### src/rtl/mem_loader_pkg.sv
// Shared types and constants for the boot-time SRAM loader.
// Holds the FSM state encoding, byte-lane masks and frame header size.
package mem_loader_pkg;

  typedef enum logic [2:0] {
    S_LEN  = 3'd0,
    S_DATA = 3'd1,
    S_WR   = 3'd2,
    S_GAP  = 3'd3,
    S_FIN  = 3'd4,
    S_CHK  = 3'd5,
    S_DONE = 3'd6,
    S_ERR  = 3'd7
  } state_t;

  localparam int HDR_BYTES  = 4;
  localparam int WORD_BYTES = 4;

  localparam logic [3:0] LANE_MASK_1 = 4'b0001;
  localparam logic [3:0] LANE_MASK_2 = 4'b0011;
  localparam logic [3:0] LANE_MASK_3 = 4'b0111;
  localparam logic [3:0] LANE_MASK_4 = 4'b1111;

  // Write strobe for a word holding n bytes in lanes 0..n-1.
  function automatic logic [3:0] lane_mask(input logic [2:0] n);
    case (n)
      3'd1:    return LANE_MASK_1;
      3'd2:    return LANE_MASK_2;
      3'd3:    return LANE_MASK_3;
      3'd4:    return LANE_MASK_4;
      default: return 4'b0000;
    endcase
  endfunction

endpackage

### src/rtl/mem_loader_if.sv
// Byte-stream input and native SRAM write bus of the loader.
// master = loader side (stream sink, bus requester); slave = stream source and SRAM.
interface mem_loader_if;

  logic        in_valid;
  logic [7:0]  in_data;
  logic        in_ready;

  logic        mem_sel;
  logic [31:0] mem_addr;
  logic [3:0]  mem_wstrb;
  logic [31:0] mem_wdata;
  logic        mem_ready;

  modport master (
    input  in_valid, in_data, mem_ready,
    output in_ready, mem_sel, mem_addr, mem_wstrb, mem_wdata
  );

  modport slave (
    output in_valid, in_data, mem_ready,
    input  in_ready, mem_sel, mem_addr, mem_wstrb, mem_wdata
  );

endinterface

### src/rtl/mem_loader_byte_packer.sv
// Packs bytes little-endian into a 32-bit word: byte k of a word lands in lane k.
// Word and lane mask are valid the cycle after a push; clr empties it for the next word.
module byte_packer
  import mem_loader_pkg::*;
(
  input  logic        clk,
  input  logic        resetn,
  input  logic        clr,
  input  logic        push,
  input  logic [7:0]  din,
  output logic [31:0] word,
  output logic [3:0]  mask,
  output logic        last_lane
);

  logic [2:0]  cnt_q;
  logic [31:0] buf_q;

  always_ff @(posedge clk or negedge resetn) begin
    if (!resetn) begin
      cnt_q <= '0;
      buf_q <= '0;
    end else if (clr) begin
      cnt_q <= '0;
      buf_q <= '0;
    end else if (push) begin
      for (int k = 0; k < WORD_BYTES; k++) begin
        if (cnt_q == 3'(k)) buf_q[8*k +: 8] <= din;
      end
      cnt_q <= cnt_q + 3'd1;
    end
  end

  assign word      = buf_q;
  assign mask      = lane_mask(cnt_q);
  // The next push fills the top lane and completes the word.
  assign last_lane = (cnt_q == 3'(WORD_BYTES - 1));

endmodule

### src/rtl/mem_loader.sv
// Boot loader: length-prefixed byte stream -> 32-bit SRAM writes, CPU held in reset until done.
// One byte/cycle in DATA, >=2 cycles per word write; MEM_LOADER_CHECKSUM_EN adds a trailing XOR byte.
module mem_loader
  import mem_loader_pkg::*;
#(
  parameter logic [31:0] BASE_ADDR = 32'h0000_0000,
  parameter int unsigned MAX_BYTES = 65536
) (
  input  logic         clk,
  input  logic         resetn,
  mem_loader_if.master bus,
  output logic         cpu_resetn,
  output logic         done,
  output logic         error
);

  state_t      state_q, state_d;
  logic        live_q;
  logic [1:0]  hdr_cnt_q;
  logic [23:0] len_q;
  logic [31:0] len_full;
  logic [31:0] rem_q;
  logic [31:0] addr_q;

  logic        in_ready_c;
  logic        mem_sel_c;
  logic [3:0]  mem_wstrb_c;
  logic        accept;

  logic        pk_clr;
  logic        pk_push;
  logic [31:0] pk_word;
  logic [3:0]  pk_mask;
  logic        pk_last;

  assign accept   = bus.in_valid && in_ready_c;
  // Header arrives LSB first; the fourth byte completes the length.
  assign len_full = {bus.in_data, len_q};

`ifdef MEM_LOADER_CHECKSUM_EN
  logic [7:0] csum_q;

  always_ff @(posedge clk or negedge resetn) begin
    if (!resetn)      csum_q <= '0;
    else if (pk_push) csum_q <= csum_q ^ bus.in_data;
  end
`endif

  byte_packer u_packer (
    .clk       (clk),
    .resetn    (resetn),
    .clr       (pk_clr),
    .push      (pk_push),
    .din       (bus.in_data),
    .word      (pk_word),
    .mask      (pk_mask),
    .last_lane (pk_last)
  );

  always_ff @(posedge clk or negedge resetn) begin
    if (!resetn) begin
      state_q   <= S_LEN;
      live_q    <= 1'b0;
      hdr_cnt_q <= '0;
      len_q     <= '0;
      rem_q     <= '0;
      addr_q    <= BASE_ADDR;
    end else begin
      state_q <= state_d;
      live_q  <= 1'b1;
      if (state_q == S_LEN && accept) begin
        len_q     <= len_full[31:8];
        hdr_cnt_q <= hdr_cnt_q + 2'd1;
        if (hdr_cnt_q == 2'(HDR_BYTES - 1)) rem_q <= len_full;
      end
      if (pk_push) rem_q <= rem_q - 32'd1;
      if (state_q == S_GAP) addr_q <= addr_q + 32'd4;
    end
  end

  always_comb begin
    state_d     = state_q;
    in_ready_c  = 1'b0;
    mem_sel_c   = 1'b0;
    mem_wstrb_c = 4'b0000;
    pk_push     = 1'b0;
    pk_clr      = 1'b0;
    cpu_resetn  = 1'b0;
    done        = 1'b0;
    error       = 1'b0;

    case (state_q)
      S_LEN: begin
        // live_q keeps in_ready low through reset and the first cycle after it.
        in_ready_c = live_q;
        if (accept && hdr_cnt_q == 2'(HDR_BYTES - 1)) begin
          if (len_full > 32'(MAX_BYTES)) state_d = S_ERR;
          else if (len_full == 32'd0)    state_d = S_FIN;
          else                           state_d = S_DATA;
        end
      end
      S_DATA: begin
        in_ready_c = 1'b1;
        if (bus.in_valid) begin
          pk_push = 1'b1;
          if (pk_last || rem_q == 32'd1) state_d = S_WR;
        end
      end
      S_WR: begin
        mem_sel_c   = 1'b1;
        mem_wstrb_c = pk_mask;
        if (bus.mem_ready) state_d = S_GAP;
      end
      S_GAP: begin
        // Registered SRAM ready is still high here; sel stays low so it cannot complete a new request.
        pk_clr  = 1'b1;
        state_d = (rem_q == 32'd0) ? S_FIN : S_DATA;
      end
      S_FIN: begin
`ifdef MEM_LOADER_CHECKSUM_EN
        state_d = S_CHK;
`else
        state_d = S_DONE;
`endif
      end
      S_CHK: begin
`ifdef MEM_LOADER_CHECKSUM_EN
        in_ready_c = 1'b1;
        if (bus.in_valid) state_d = (bus.in_data == csum_q) ? S_DONE : S_ERR;
`else
        state_d = S_ERR;
`endif
      end
      S_DONE: begin
        done       = 1'b1;
        cpu_resetn = 1'b1;
      end
      S_ERR: begin
        error = 1'b1;
      end
      default: state_d = S_ERR;
    endcase
  end

  assign bus.in_ready  = in_ready_c;
  assign bus.mem_sel   = mem_sel_c;
  assign bus.mem_wstrb = mem_wstrb_c;
  assign bus.mem_addr  = addr_q;
  assign bus.mem_wdata = pk_word;

endmodule

### src/flat_wrapper.sv
// flat-port wrapper written by rule: the top's interface ports become plain ports
module mem_loader_flat import mem_loader_pkg::*;
#(
  parameter logic [31:0] BASE_ADDR = 32'h0000_0000,
  parameter int unsigned MAX_BYTES = 65536
)
  (clk, resetn, cpu_resetn, done, error, bus_in_valid, bus_in_data, bus_mem_ready, bus_in_ready, bus_mem_sel, bus_mem_addr, bus_mem_wstrb, bus_mem_wdata);
  mem_loader_if bus_i ();
  input  logic clk;
  input  logic resetn;
  output logic cpu_resetn;
  output logic done;
  output logic error;
  input wire logic [$bits(bus_i.in_valid)-1:0] bus_in_valid;
  input wire logic [$bits(bus_i.in_data)-1:0] bus_in_data;
  input wire logic [$bits(bus_i.mem_ready)-1:0] bus_mem_ready;
  output wire logic [$bits(bus_i.in_ready)-1:0] bus_in_ready;
  output wire logic [$bits(bus_i.mem_sel)-1:0] bus_mem_sel;
  output wire logic [$bits(bus_i.mem_addr)-1:0] bus_mem_addr;
  output wire logic [$bits(bus_i.mem_wstrb)-1:0] bus_mem_wstrb;
  output wire logic [$bits(bus_i.mem_wdata)-1:0] bus_mem_wdata;
  assign bus_i.in_valid = bus_in_valid;
  assign bus_i.in_data = bus_in_data;
  assign bus_i.mem_ready = bus_mem_ready;
  assign bus_in_ready = bus_i.in_ready;
  assign bus_mem_sel = bus_i.mem_sel;
  assign bus_mem_addr = bus_i.mem_addr;
  assign bus_mem_wstrb = bus_i.mem_wstrb;
  assign bus_mem_wdata = bus_i.mem_wdata;
  mem_loader #(.BASE_ADDR(BASE_ADDR), .MAX_BYTES(MAX_BYTES)) u_core (.clk(clk), .resetn(resetn), .bus(bus_i), .cpu_resetn(cpu_resetn), .done(done), .error(error));
endmodule
### config.mk
export PLATFORM = sky130hd
export DESIGN_NAME = mem_loader_flat
export DESIGN_NICKNAME = d
export VERILOG_FILES = /design/src/rtl/mem_loader_pkg.sv /design/src/rtl/mem_loader_if.sv /design/src/rtl/mem_loader_byte_packer.sv /design/src/rtl/mem_loader.sv /design/src/flat_wrapper.sv
export SDC_FILE = /design/constraint.sdc
export NUM_CORES = 1
export LEC_CHECK = 0
export ABC_AREA = 1
export ABC_CLOCK_PERIOD_IN_PS = 2150
export BUFFER_PORTS_ARGS = -buffer_cell sky130_fd_sc_hd__buf_2
export CAP_MARGIN = 20
export CORE_MARGIN = 2
export CORE_UTILIZATION = 45
export CTS_BUF_LIST = sky130_fd_sc_hd__clkbuf_4
export CTS_CLUSTER_DIAMETER = 200
export DETAILED_ROUTE_END_ITERATION = 16
export PLACE_DENSITY = 0.67
export SKIP_LAST_GASP = 1
export SYNTH_ARGS = -nofsm -noshare
export SYNTH_HDL_FRONTEND = slang
export SYNTH_SLANG_ARGS = --single-unit
### constraint.sdc
create_clock -name clk -period 2.15 [get_ports clk]
set_input_delay 0.43 -clock clk [delete_from_list [all_inputs] [get_ports clk]]
set_output_delay 0.43 -clock clk [all_outputs]
set_load 0.01 [all_outputs]
Word-level counts from Yosys, hierarchy flattened
Cells that the tools add are included.
Widths: inputs -> output; s select.
{"block": "word_totals", "rom_bits": 0, "ff_bits": 129, "in_bits": 12, "latch_bits": 0, "ram_bits": 0, "word_cells": 83, "n_memories": 0, "out_inout_bits": 73}
{"block": "classes", "bitwise_logic": 0, "shifts": 0, "div": 0, "n_mul": 0, "add_sub_neg": 4, "n_eq_ne": 17, "magnitude_cmp": 1, "n_reduce_logical": 22, "muxes": 28}
{"op": "$mux 32", "count": 5}
{"op": "$logic_not 32->1", "count": 2}
{"op": "$add 32x3->32 const B", "count": 1}
{"op": "$eq 32x1->1 const B", "count": 1}
{"op": "$gt 32x17->1 const B", "count": 1}
{"op": "$mux 8", "count": 4}
{"op": "$sub 32x1->32 const B", "count": 1}
{"op": "$mux 3", "count": 9}
{"op": "$pmux 3 s6", "count": 1}
{"op": "$pmux 4 s4", "count": 1}
{"op": "$eq 3x3->1 const B", "count": 5}
{"op": "$reduce_bool 2->1", "count": 7}
{"op": "$eq 3x2->1 const B", "count": 4}
{"op": "$reduce_and 2->1", "count": 5}
{"op": "$eq 3x1->1 const B", "count": 2}
{"op": "$logic_not 3->1", "count": 2}
{"op": "$mux 1", "count": 6}
{"op": "$ne 2x2->1 const B", "count": 3}
{"op": "$reduce_bool 6->1", "count": 1}
{"op": "$reduce_and 5->1", "count": 1}
{"op": "$mux 4", "count": 1}
{"op": "$add 3x1->3 const B", "count": 1}
{"op": "$logic_and 1x1->1", "count": 3}
{"op": "$add 2x1->2 const B", "count": 1}
{"op": "4 further kinds", "count": 4}

Longest topological paths before layout
{"block": "depth", "word_depth": 6, "depth_mapped": 10, "depth_no_buf": 10}

Hierarchy
Synthesis repeated with hierarchy kept, for this count alone.
{"block": "hier_totals", "cells_unflattened": 946, "area_unflattened_um2": 7083.0}
{"module": "mem_loader", "instances": 1, "cells_each": 755, "seq_area_each_um2": 2302.2, "area_per_inst_um2": 5450.2}
{"module": "byte_packer", "instances": 1, "cells_each": 191, "seq_area_each_um2": 875.8, "area_per_inst_um2": 1632.8}

Worst setup path before layout
OpenSTA, ideal clock, no wires.
{"block": "synth_timing", "path_kind": "register to output", "startpoint": "reg u_core.u_packer.cnt_q[0]", "endpoint": "out bus_mem_wstrb[0]", "path_stages_with_launch": 7, "setup_slack_ns": 0.355, "path_buffers": 0, "arrival_time_ns": 1.365, "t_required_ns": 1.720, "path_cell_list": "dfrtp_1 inv_1 ha_1 nand2_1 a21boi_0 a21oi_1 a31o_2"}
{"block": "synth_via", "elab_chain_len": 3, "elab_cells_between_ends": 6, "classes_between": "eq/ne: 4; mux: 2"}
{"item": "from (decl)", "line": "mem_loader_byte_packer.sv:16", "rtl": "logic [2:0] cnt_q;"}
{"item": "from (signal assigned)", "line": "mem_loader_byte_packer.sv:30", "rtl": "cnt_q <= cnt_q + 3'd1;"}
{"item": "$eq 3x3->1 (tied with other cells)", "line": "mem_loader_pkg.sv:26", "rtl": "case (n)"}
{"item": "$pmux 4 s4 *", "line": "mem_loader_pkg.sv:26"}
{"item": "$mux 4 *", "line": "mem_loader.sv:92", "rtl": "case (state_q)"}
{"item": "to (decl)", "line": "flat_wrapper.sv:20", "rtl": "output wire logic [$bits(bus_i.mem_wstrb)-1:0] bus_mem_wstrb;"}
Mark *: on every way between the ends. The rest lies on a longest branch, timed or not.

Worst setup path after layout
{"block": "layout_timing", "startpoint": "reg u_core.u_packer.cnt_q[1]", "endpoint": "out bus_mem_wstrb[0]"}
The elaborated chain is that of the path after synthesis.

==> key figures <==
Finish
  – Fin util: 0.532
  – Filler cells: 1508
  – Synth-to-Final Area Change: 16.2%
  – Layout cells sized above 1: 0.176
  – Non-filler cells, final: 1200
  – Final nets: 1021
  – Inserted Diodes: 0
  – Final design instance area without fill: 0.00802 mm^2

STA
  – Fmax: 438 MHz
  – Final setup viols: 4
  – Final hold viol count: 0
  – Period utilisation layout: 1.06
  – Worst setup margin: -0.131 ns
  – Slew Viols, Final: 0
  – Setup Skew: between 0.015 and 0.02 ns
  – Tmin final: 2.28 ns
  – RSZ-0062 raised after global routing: true

Power and ir drop
  – P_leak: 4.10 nW
  – VDD IR max: 0.421 mV
  – Total power divided by cell area: 537 mW/mm^2
  – Tot Pwr: around 0.0043 W

GRT
  – Vias in the first global route: 5846
  – Gr ovfl total: 0
  – Largest net degree at the start of global routing: 48
  – GRT Util Overall: 0.224
  – Global-route wire length before repair: 29000 um
  – Initial antenna violation count: 0

Yosys
  – Yosys warning total: 0
  – Yosys cell types: 41
  – Ys async rst share: 1.00
  – Yosys top cell area share: 0.460
  – Synthesized area per cell: between 7 and 8 um^2
  – Register bit total from synthesis: 127
  – Post-synthesis sequential area ratio: 0.460
  – Most frequent cells after synthesis: nand2_1, dfrtp_1, nor2_1
  – Post-synth EDFFs: 0
  – Synth Flop Type: dfrtp_1
  – Post-Syn Area: 0.00690 mm^2
  – Post-Syn Instances: ~900
  – Leading area contributor after synthesis: dfrtp_1
  – Synth top area cells: dfrtp_1, nand2_1, nor2_1, inv_1, o21ai_0
  – Most common cell in the netlist: nand2_1

Status
  – Failing checks: setup timing
  – Status: finished with violations

Routing
  – Initial DRC Count: 476
  – Antenna violation net count after detailed routing: 0
  – Via density per instance: around 5
  – Post-Route WL: between 15000 and 20000 um
  – Post-route DRC: 0
  – Vias post-DR: between 6000 and 7000
  – DR pass1 iterations: 5
  – Avg WL per Cell: 14.4 um

Critical path
  – Crit-path max FO: 2
  – Worst setup EP type: output pin
  – Worst EP required: 1.72 ns
  – CP Class: register to output pin
  – Data arrival, critical path: 1.85 ns
  – Critical path launch point type: register

Die
  – IO Pins: 85
  – Core area: between 0.015 and 0.02 mm^2
  – Initial Utilization: 0.457
  – Die area: 0.0163 mm^2
  – Die width: 128 um
  – # rows: 45
  – Die height: approximately 130 um

Clock network
  – Clock-pin transition on the worst setup and hold timing paths: 0.12 ns
  – CTS tree: built
  – Worst-skew pair later-pin latency: between 0.5 and 0.6 ns
  – TritonCTS Buffers: 17
  – Clk sinks: 127
  – Clk buf depth: 2
  – H-tree depth: 4
  – Root Driver: clkbuf_4

Place
  – Pre-CTS WS: 0.212 ns
  – Cell Area, Placed: 0.00756 mm^2
  – Post-DP HPWL: 12800 um
  – Placed insts: ~1200
  – GP Congestion: 0.866
  – Port bufs: 82

Min path
  – Worst hold path class: input pin to register

Job
  – MaxCap Viol Count: 0
## worst max-delay path, stage by stage, from the launching register on
cell and delay [ns]:
dfrtp_1 0.40, inv_2 0.07, ha_4 0.17, nand2_4 0.06, a21boi_4 0.18, a21oi_2 0.08, a31o_2 0.23, buf_6 0.12
## flip-flops by register name (all words and copies together) (netlist names)
| signal | cells |
|---|---|
| u_core.rem_q | 32 |
| u_core.u_packer.word | 32 |
| u_core.bus.mem_addr | 30 |
| u_core.len_q | 24 |
| u_core.state_q | 3 |
| u_core.u_packer.cnt_q | 3 |
| u_core.hdr_cnt_q | 2 |
| u_core.live_q | 1 |
## power by group
| part | switching, W | total, W | internal [W] |
|---|---|---|---|
| Combinational | 0.0000782 | 0.0000993 | 0.0000211 |
| Clock | 0.000995 | 0.00182 | 0.000827 |
| Sequential | 0.000000357 | 0.00239 | 0.00239 |
## final cells by class
class	count	area [um^2]	share of cell area
clock buffer	17	128	0.0159
clock inverter	15	185	0.0231
inverter	89	337	0.0420
multi-input combinational	656	3290	0.410
sequential	127	3180	0.396
tap	188	235	0.0293
timing repair buffer	108	668	0.0833
## worst paths after layout
check,startpoint,endpoint,slack (ns),cells after the start
max,u_core.u_packer.cnt_q[1],bus_mem_wstrb[0],-0.13,7
min,bus_in_data[6],u_core.len_q[22],0.16,3
max reg2reg,u_core.state_q[2],u_core.rem_q[28],0.24,8
min reg2reg,u_core.hdr_cnt_q[0],u_core.hdr_cnt_q[0],0.49,1
max in group asynchronous,resetn,u_core.state_q[1],1.12,3
min in group asynchronous,resetn,u_core.rem_q[25],0.38,2
## what timing repair did
action	in CTS	in global routing
setup endpoints to repair	4	5
pin swaps	3	3
gates resized for setup	14	8
buffers inserted	5	3
hold buffers	1	0
hold endpoints to repair	39	0
## cells by family (layout without fill, tap and decap cells)
logic type | count (synthesis) | count (layout) | share of synthesized area
buffers and inverters | 114 | 229 | 0.0729
multiplexers | 1 | 1 | 0.00217
adder cells (fa/ha/maj) | 10 | 10 | 0.0181
AND/OR/NAND/NOR | 495 | 495 | 0.304
other | 2 | 3 | 0.00109
AO/OA/AOI/OAI | 113 | 113 | 0.0984
flip-flops | 127 | 127 | 0.460
XOR/XNOR | 34 | 34 | 0.0431
## per-stage QoR
step                hold WS (ns)  TNS [ns]
floorplan                  0.134         0
global placement           0.386         0
detailed placement         0.394         0
CTS                        0.143    -0.133
global route               0.132    -0.708
finish                     0.162    -0.252
## per-layer routing
layer | vias up | share of wire | global-route usage
met3 | 12 | 0.062 | 0.0605
met2 | 156 | 0.45 | 0.346
met5 | - | 0 | 0
met1 | 2825 | 0.48 | 0.317
met4 | 0 | 0.0090 | 0.0530
li1 | 3079 | - | -
## cell usage in the layout, fill, tap and decap left out, types with 5 or more instances in the layout
| cell type | synthesis | layout |
|---|---|---|
| clkbuf_4 | 0 | 17 |
| nor2_2 | 5 | 5 |
| nor2_1 | 115 | 115 |
| nand2_2 | 5 | 6 |
| dfrtp_1 | 127 | 127 |
| xnor2_1 | 12 | 12 |
| buf_4 | 7 | 21 |
| nand3_1 | 51 | 50 |
| o211ai_1 | 14 | 14 |
| nor3_1 | 13 | 13 |
| a21oi_1 | 14 | 13 |
| o21ai_0 | 63 | 63 |
| o21ai_1 | 11 | 11 |
| ha_1 | 10 | 7 |
| buf_2 | 7 | 79 |
| inv_2 | 2 | 6 |
| nand3b_1 | 6 | 6 |
| nand2_1 | 274 | 272 |
| inv_1 | 85 | 82 |
| nand4_1 | 15 | 15 |
| xor2_1 | 22 | 22 |
No activity file was read; power rests on OpenSTA's default activity.
